===== src/rtl/gpu_pixel_arbiter.sv =====
// ---------------------------------------------------------------------------
// gpu_pixel_arbiter
//
// Purpose:
//   Shares the single memory-controller pixel-write path among three raster
//   engines (line=0, fill=1, arc=2). A round-robin arbiter grants one engine
//   per cycle into a 2-entry output FIFO that drives the memory controller.
//   Off-screen pixels are dropped and counted. A flush request stops new
//   grants, drains the FIFO and then pulses an acknowledge.
//
// Ports:
//   clk            system clock
//   rst            synchronous reset, active-high
//   req_valid_i    per-engine pixel valid, bit n = engine n
//   req_x_i        per-engine x, engine n at [n*WIDTH_BITS +: WIDTH_BITS]
//   req_y_i        per-engine y, engine n at [n*HEIGHT_BITS +: HEIGHT_BITS]
//   req_rgb_i      per-engine colour {r,g,b}, engine n at [n*3*CB +: 3*CB]
//   req_ready_o    one-hot grant; a pixel is taken when valid & ready
//   out_valid_o    FIFO head valid toward the memory controller
//   out_ready_i    memory controller accepts the head this cycle
//   out_x_o        head x
//   out_y_o        head y
//   out_rgb_o      head colour
//   flush_i        drain request (level), sampled in RUN
//   flush_done_o   one-cycle pulse when the drain completes
//   busy_o         FIFO non-empty or not in RUN
//   clip_count_o   saturating count of dropped off-screen pixels
//
// State table:
//   state    | meaning
//   ST_RUN   | normal operation, arbitration active
//   ST_DRAIN | no grants, waiting for the FIFO to empty
//   ST_DONE  | drain complete, flush_done_o high for this one cycle
// ---------------------------------------------------------------------------
module gpu_pixel_arbiter #(
    parameter int WIDTH_BITS   = 10,
    parameter int HEIGHT_BITS  = 9,
    parameter int CHANNEL_BITS = 8,
    parameter int SCREEN_W     = 640,
    parameter int SCREEN_H     = 480
) (
    input  logic                                clk,
    input  logic                                rst,
    input  logic [2:0]                          req_valid_i,
    input  logic [3*WIDTH_BITS-1:0]             req_x_i,
    input  logic [3*HEIGHT_BITS-1:0]            req_y_i,
    input  logic [9*CHANNEL_BITS-1:0]           req_rgb_i,
    output logic [2:0]                          req_ready_o,
    output logic                                out_valid_o,
    input  logic                                out_ready_i,
    output logic [WIDTH_BITS-1:0]               out_x_o,
    output logic [HEIGHT_BITS-1:0]              out_y_o,
    output logic [3*CHANNEL_BITS-1:0]           out_rgb_o,
    input  logic                                flush_i,
    output logic                                flush_done_o,
    output logic                                busy_o,
    output logic [15:0]                         clip_count_o
);

    localparam int RGB_BITS = 3 * CHANNEL_BITS;
    localparam int PIX_BITS = WIDTH_BITS + HEIGHT_BITS + RGB_BITS;

    // 32-bit unsigned copies so the on-screen compare needs no narrowing
    localparam logic [31:0] SCREEN_W_U = SCREEN_W;
    localparam logic [31:0] SCREEN_H_U = SCREEN_H;

    typedef enum logic [1:0] {
        ST_RUN   = 2'd0,
        ST_DRAIN = 2'd1,
        ST_DONE  = 2'd2
    } state_t;

    state_t                 state_q, state_d;
    logic [1:0]             ptr_q, ptr_d;
    logic [1:0]             count_q, count_d;
    logic [PIX_BITS-1:0]    slot0_q, slot0_d;
    logic [PIX_BITS-1:0]    slot1_q, slot1_d;
    logic [15:0]            clip_q, clip_d;

    logic                   arb_en;
    logic                   found;
    logic [1:0]             grant_idx;
    logic [1:0]             scan_idx;
    logic                   handshake;
    logic                   on_screen;
    logic                   push;
    logic                   pop;
    logic [WIDTH_BITS-1:0]  sel_x;
    logic [HEIGHT_BITS-1:0] sel_y;
    logic [RGB_BITS-1:0]    sel_rgb;
    logic [PIX_BITS-1:0]    push_pix;

    function automatic logic [1:0] wrap_inc(input logic [1:0] v);
        return (v == 2'd2) ? 2'd0 : v + 2'd1;
    endfunction

    // ------------------------------------------------------------------
    // FSM process 1: state register
    // ------------------------------------------------------------------
    always_ff @(posedge clk) begin
        if (rst) begin
            state_q <= ST_RUN;
        end else begin
            state_q <= state_d;
        end
    end

    // ------------------------------------------------------------------
    // FSM process 2: next-state logic
    // ------------------------------------------------------------------
    always_comb begin
        state_d = state_q;
        case (state_q)
            ST_RUN: begin
                if (flush_i) begin
                    state_d = ST_DRAIN;
                end
            end
            ST_DRAIN: begin
                // Look at the post-pop occupancy so DONE follows the last pop directly
                if (count_d == 2'd0) begin
                    state_d = ST_DONE;
                end
            end
            ST_DONE: begin
                state_d = ST_RUN;
            end
            default: begin
                state_d = ST_RUN;
            end
        endcase
    end

    // ------------------------------------------------------------------
    // FSM process 3: outputs
    // Reset gates every handshake-visible output so nothing is offered or
    // accepted during the reset cycle itself.
    // ------------------------------------------------------------------
    always_comb begin
        arb_en       = 1'b0;
        flush_done_o = 1'b0;
        out_valid_o  = 1'b0;
        req_ready_o  = 3'b000;
        out_x_o      = '0;
        out_y_o      = '0;
        out_rgb_o    = '0;
        busy_o       = (count_q != 2'd0) || (state_q != ST_RUN);
        if (!rst) begin
            // A full FIFO still has room if its head leaves this cycle
            arb_en       = (state_q == ST_RUN) && ((count_q != 2'd2) || out_ready_i);
            flush_done_o = (state_q == ST_DONE);
            out_valid_o  = (count_q != 2'd0);
            req_ready_o  = handshake ? (3'b001 << grant_idx) : 3'b000;
            out_x_o      = slot0_q[PIX_BITS-1 -: WIDTH_BITS];
            out_y_o      = slot0_q[RGB_BITS +: HEIGHT_BITS];
            out_rgb_o    = slot0_q[RGB_BITS-1:0];
        end
    end

    // ------------------------------------------------------------------
    // Round-robin scan starting at ptr_q
    // ------------------------------------------------------------------
    always_comb begin
        found     = 1'b0;
        grant_idx = 2'd0;
        scan_idx  = ptr_q;
        for (int k = 0; k < 3; k++) begin
            if (!found && req_valid_i[scan_idx]) begin
                found     = 1'b1;
                grant_idx = scan_idx;
            end
            scan_idx = wrap_inc(scan_idx);
        end
    end

    assign handshake = arb_en && found;

    always_comb begin
        sel_x   = req_x_i[grant_idx*WIDTH_BITS +: WIDTH_BITS];
        sel_y   = req_y_i[grant_idx*HEIGHT_BITS +: HEIGHT_BITS];
        sel_rgb = req_rgb_i[grant_idx*RGB_BITS +: RGB_BITS];
    end

    assign on_screen = ({{(32-WIDTH_BITS){1'b0}}, sel_x} < SCREEN_W_U) &&
                       ({{(32-HEIGHT_BITS){1'b0}}, sel_y} < SCREEN_H_U);
    assign push_pix  = {sel_x, sel_y, sel_rgb};
    assign push      = handshake && on_screen;
    assign pop       = out_valid_o && out_ready_i;

    // ------------------------------------------------------------------
    // Pointer and clip counter
    // ------------------------------------------------------------------
    always_comb begin
        ptr_d  = ptr_q;
        clip_d = clip_q;
        if (handshake) begin
            ptr_d = wrap_inc(grant_idx);
            if (!on_screen && (clip_q != 16'hFFFF)) begin
                clip_d = clip_q + 16'd1;
            end
        end
    end

    // ------------------------------------------------------------------
    // Two-slot FIFO: slot0 is always the head, slot1 the tail when full
    // ------------------------------------------------------------------
    always_comb begin
        count_d = count_q;
        slot0_d = slot0_q;
        slot1_d = slot1_q;
        case ({push, pop})
            2'b10:   count_d = count_q + 2'd1;
            2'b01:   count_d = count_q - 2'd1;
            default: count_d = count_q;
        endcase
        if (pop) begin
            slot0_d = slot1_q;
            if (push) begin
                if (count_q == 2'd1) begin
                    slot0_d = push_pix;
                end else begin
                    slot1_d = push_pix;
                end
            end
        end else if (push) begin
            if (count_q == 2'd0) begin
                slot0_d = push_pix;
            end else begin
                slot1_d = push_pix;
            end
        end
    end

    always_ff @(posedge clk) begin
        if (rst) begin
            ptr_q   <= 2'd0;
            count_q <= 2'd0;
            slot0_q <= '0;
            slot1_q <= '0;
            clip_q  <= 16'd0;
        end else begin
            ptr_q   <= ptr_d;
            count_q <= count_d;
            slot0_q <= slot0_d;
            slot1_q <= slot1_d;
            clip_q  <= clip_d;
        end
    end

    assign clip_count_o = clip_q;

endmodule


===== config.mk =====
export PLATFORM = sky130hd
export DESIGN_NAME = gpu_pixel_arbiter
export DESIGN_NICKNAME = d
export VERILOG_FILES = /design/src/rtl/gpu_pixel_arbiter.sv
export SDC_FILE = /design/constraint.sdc
export NUM_CORES = 1
export LEC_CHECK = 0
export ABC_AREA = 1
export CORE_MARGIN = 4
export CORE_UTILIZATION = 45
export CTS_CLUSTER_SIZE = 20
export DETAILED_ROUTE_END_ITERATION = 8
export GPL_ROUTABILITY_DRIVEN = 0
export PLACE_DENSITY_LB_ADDON = 0.08
export REMOVE_ABC_BUFFERS = 1
export SLEW_MARGIN = 20
export SYNTH_ARGS = -nofsm -noshare
export SYNTH_HDL_FRONTEND = slang
export SYNTH_SLANG_ARGS = --single-unit

===== constraint.sdc =====
create_clock -name clk -period 4.6 [get_ports clk]
set_input_delay 0.92 -clock clk [delete_from_list [all_inputs] [get_ports clk]]
set_output_delay 0.92 -clock clk [all_outputs]
set_load 0.05 [all_outputs]

==> summary.txt <==
Finish
  • Final #Nets: between 1000 and 1500
  • ANT cells: 0
  • Fin area: 9010 um^2
  • Share of cells above drive strength 1: ~4.6%
  • Fin cells: between 1000 and 1500
  • Layout Area Growth over Synthesis: 35.7%
  • Fillers: around 1500
  • Core Util, Final: 62.2%

Power
  • Pint: 0.00179 W
  • Sw Pwr: 0.00104 W
  • Comb pwr share: 35.1%
  • Sw Ratio: between 30% and 40%
  • Clk pwr share: 28.5%
  • Flop pwr share: 36.4%
  • Pwr Total: 0.00283 W
  • Pwr Density: 314 nW/um^2
  • Pleak: approximately 3.9 nW
  • Worst IR Drop VDD: 0.208 mV

Floorplan
  • Initial core utilization: 45.8%
  • Core Box Area: roughly 14000 um^2
  • Ports: about 200
  • Chip width: 129 um
  • Row count: 44
  • Die area: 16800 um^2
  • Die Y: 129 um

Critical path
  • Crit start category: input pin
  • Top delay family on crit path: simple AND/OR/NAND/NOR gates
  • Reg2reg setup slack: 1.25 ns
  • WP data required: slightly below 5 ns
  • Critical path depth: 17
  • Crit-path most repeated cell: nand2_1
  • CP max-delay cell: clkdlybuf4s50_1
  • Worst endpoint data arrival time: 4.17 ns
  • Max stage delay on crit path: 0.51 ns
  • CP max FO: 44
  • CP Class: input pin to flip-flop
  • Cell-by-cell trace of the critical path: clkdlybuf4s50_1 > inv_1 > o211ai_2 > nand2_4 > nand2_1 > nand2_1 > nand2_1 > nand2_1 > nand2_1 > inv_1 > nand2_1 > nand2_4 > nor2_8 > buf_4 > nand2_4 > nand2_1 > a21oi_1
  • Worst Reg-to-Reg Cells: 17
  • Worst reg2reg endpoint: slot1_q[2]
  • CP Capture Type: flip-flop
  • CP Buf/Inv Count: 4
  • Reg-to-Reg Start: ptr_q[0]

Timing
  • Final Hold Fails: 0
  • Setup TNS: 0 ns
  • Max-slew violation count: 0
  • Tcrit/Tclk final: 85.7%
  • Worst-margin pin slew: about 0.6 ns
  • Min Tclk post-route: 3.94 ns
  • Worst-case clock skew: 0.00844 ns
  • Unrepaired setup endpoints after global routing: false
  • Fmax: 254 MHz
  • Worst rel slew slack: between 60% and 70%
  • Setup violators final: 0

Placement
  • Number of instances in the placed design: ~1400
  • Placed Area: 8710 um^2
  • Dpl hpwl: 13200 um
  • Buffers on Ports: 200

Synthesis
  • EDFF count, synth: 0
  • Top FF cell, synth: dfxtp_1
  • Top post-synthesis cells by area: dfxtp_1, nand2_1, inv_1
  • Share of the synthesized area in the top cell type: 32.6%
  • Leading area contributor after synthesis: dfxtp_1
  • Synth unique cells: 36
  • Synth cell count leaders: nand2_1, inv_1, nand3_1, dfxtp_1, nor2_1
  • Mapped Area: 6640 um^2
  • Seq/Total Area, Yosys: between 30 and 40%
  • Post-Syn Area per Cell: between 6 and 7 um^2
  • FFs w/ async S/R, synth: 0%
  • Synth Instances: 1086
  • Flops & latches, synth: 108
  • Ys Warns: 0
  • Most common cell in the netlist: nand2_1

Clock network
  • Max clock buf depth: 2
  • CTS tree: yes
  • Sink Count: 108
  • Post-CTS resize count: 0
  • CTS Buf Count: 9
  • Clock Tree Root: clkbuf_16
  • Clk pin slew, worst setup/hold paths: about 0.07 ns
  • Post-CTS setup buffers: 0
  • Hold Buf Count CTS: 0
  • H-tree Lvls: 3
  • Insertion delay to the later sink of the worst-skew pair: roughly 0.36 ns

Global routing
  • First-pass GRT wire length: 31500 um
  • Largest net degree at the start of global routing: 103
  • Initial antenna violation count: 0
  • Vias in the first global route: 6385
  • Gr usage total: 23.2%
  • Remaining global-route overflow: 0

Route
  • Initial DRC Count: between 500 and 600
  • Detailed Route WL: 19700 um
  • Post-route DRC: 0
  • Antenna viol nets, final: 0
  • Routed wire per std cell: 13.7 um
  • Vias per cell: 4.91
  • Pre-antenna DRT Iters: 5
  • Via count: 7065

Hold path
  • Worst Hold End: slot1_q[13]
  • Hold path cells: 2
  • Hold Crit Start: slot1_q[13]
  • HP Class: flip-flop to flip-flop

Outcome
  • Status: finished clean

Run
  • Max-cap violations: 0
## worst max-delay path by stage
stage,from,endpoint,slack [ns]
detailed placement,req_valid_i[1],slot1_q[1],0.30
CTS,req_valid_i[1],slot1_q[18],0.67
floorplan,rst,slot1_q[29],0.19
global placement,req_valid_i[1],slot1_q[19],0.32
global route,req_valid_i[0],slot1_q[39],0.31
finish,req_valid_i[0],slot1_q[2],0.66
## cells in the final DEF (no fill, tap or decap), types with 3 or more instances in the layout
master / Yosys / final
clkbuf_16: 0 / 9
inv_2: 5 / 6
nor3_1: 11 / 11
nand2_1: 298 / 298
nand2_4: 4 / 4
inv_1: 239 / 238
xor2_1: 6 / 6
o221ai_1: 36 / 36
a21oi_1: 61 / 60
o21ai_0: 8 / 8
ha_1: 7 / 7
nand4_1: 3 / 3
clkdlybuf4s50_1: 0 / 196
nand3_1: 143 / 143
buf_12: 0 / 4
buf_4: 10 / 13
dfxtp_1: 108 / 108
nor2_2: 3 / 3
nor2_1: 73 / 73
clkinv_4: 0 / 3
## layout make-up
class                           count  area [um^2]  area share, %
Multi-Input combinational cell    671         3240           36.0
Sequential cell                   108         2160           24.0
Timing Repair Buffer              213         2140           23.8
Inverter                          247          930           10.3
Tap cell                          184          230           2.56
Clock buffer                       10          229           2.54
Clock inverter                      6         72.6          0.806
## stage by stage
| step | hold WS (ns) | setup WS [ns] |
|---|---|---|
| floorplan | 0.435 | 0.189 |
| global placement | 0.449 | 0.320 |
| detailed placement | 0.451 | 0.296 |
| CTS | 0.462 | 0.670 |
| global route | 0.483 | 0.312 |
| finish | 0.462 | 0.657 |
## metal layers
metal / track usage (%) / share of wire [%]
met1: 30.9 / 46
met2: 37.4 / 45
met3: 5.11 / 7.4
met4: 7.64 / 1.8
met5: 0 / 0
## registers in the layout, summed over array words and instances (netlist names)
| name | flops |
|---|---|
| ptr_q | 2 |
| slot1_q | 43 |
| clip_count_o | 16 |
| count_q | 2 |
| slot0_q | 43 |
| state_q | 2 |
## power groups by stage
stage                     sequential, W  clock [W]  combinational (W)
after detailed placement        0.00105          0           0.000994
after CTS                       0.00103   0.000814            0.00100
final                           0.00103   0.000806           0.000993
after floorplan                 0.00106          0           0.000596
after global placement          0.00105          0           0.000989
after global routing            0.00104   0.000850            0.00110
## logic make-up after synthesis
family,Yosys count,synth area share (%)
adders and majority gates,7,1.32
and+or+nand+nor,544,35.3
buffers and inverters,307,18.7
DFF,108,32.6
xor gates and xnor gates,7,0.924
AOI/OAI and AO/OA,113,11.2
## worst register-to-register path, stage by stage, from the launching register on
cell	delay (ns)
dfxtp_1	0.54
nor2_2	0.11
nand2_1	0.08
nand3_1	0.08
nor2_2	0.14
nand3_2	0.09
nand2_4	0.17
buf_4	0.30
nand2_1	0.09
nand2_1	0.09
inv_1	0.08
o21ai_4	0.09
nand2_4	0.10
nor2_8	0.10
buf_4	0.46
nand2_4	0.45
nand2_1	0.17
a21oi_1	0.08
Note: power is estimated with default switching activity, not from simulation.
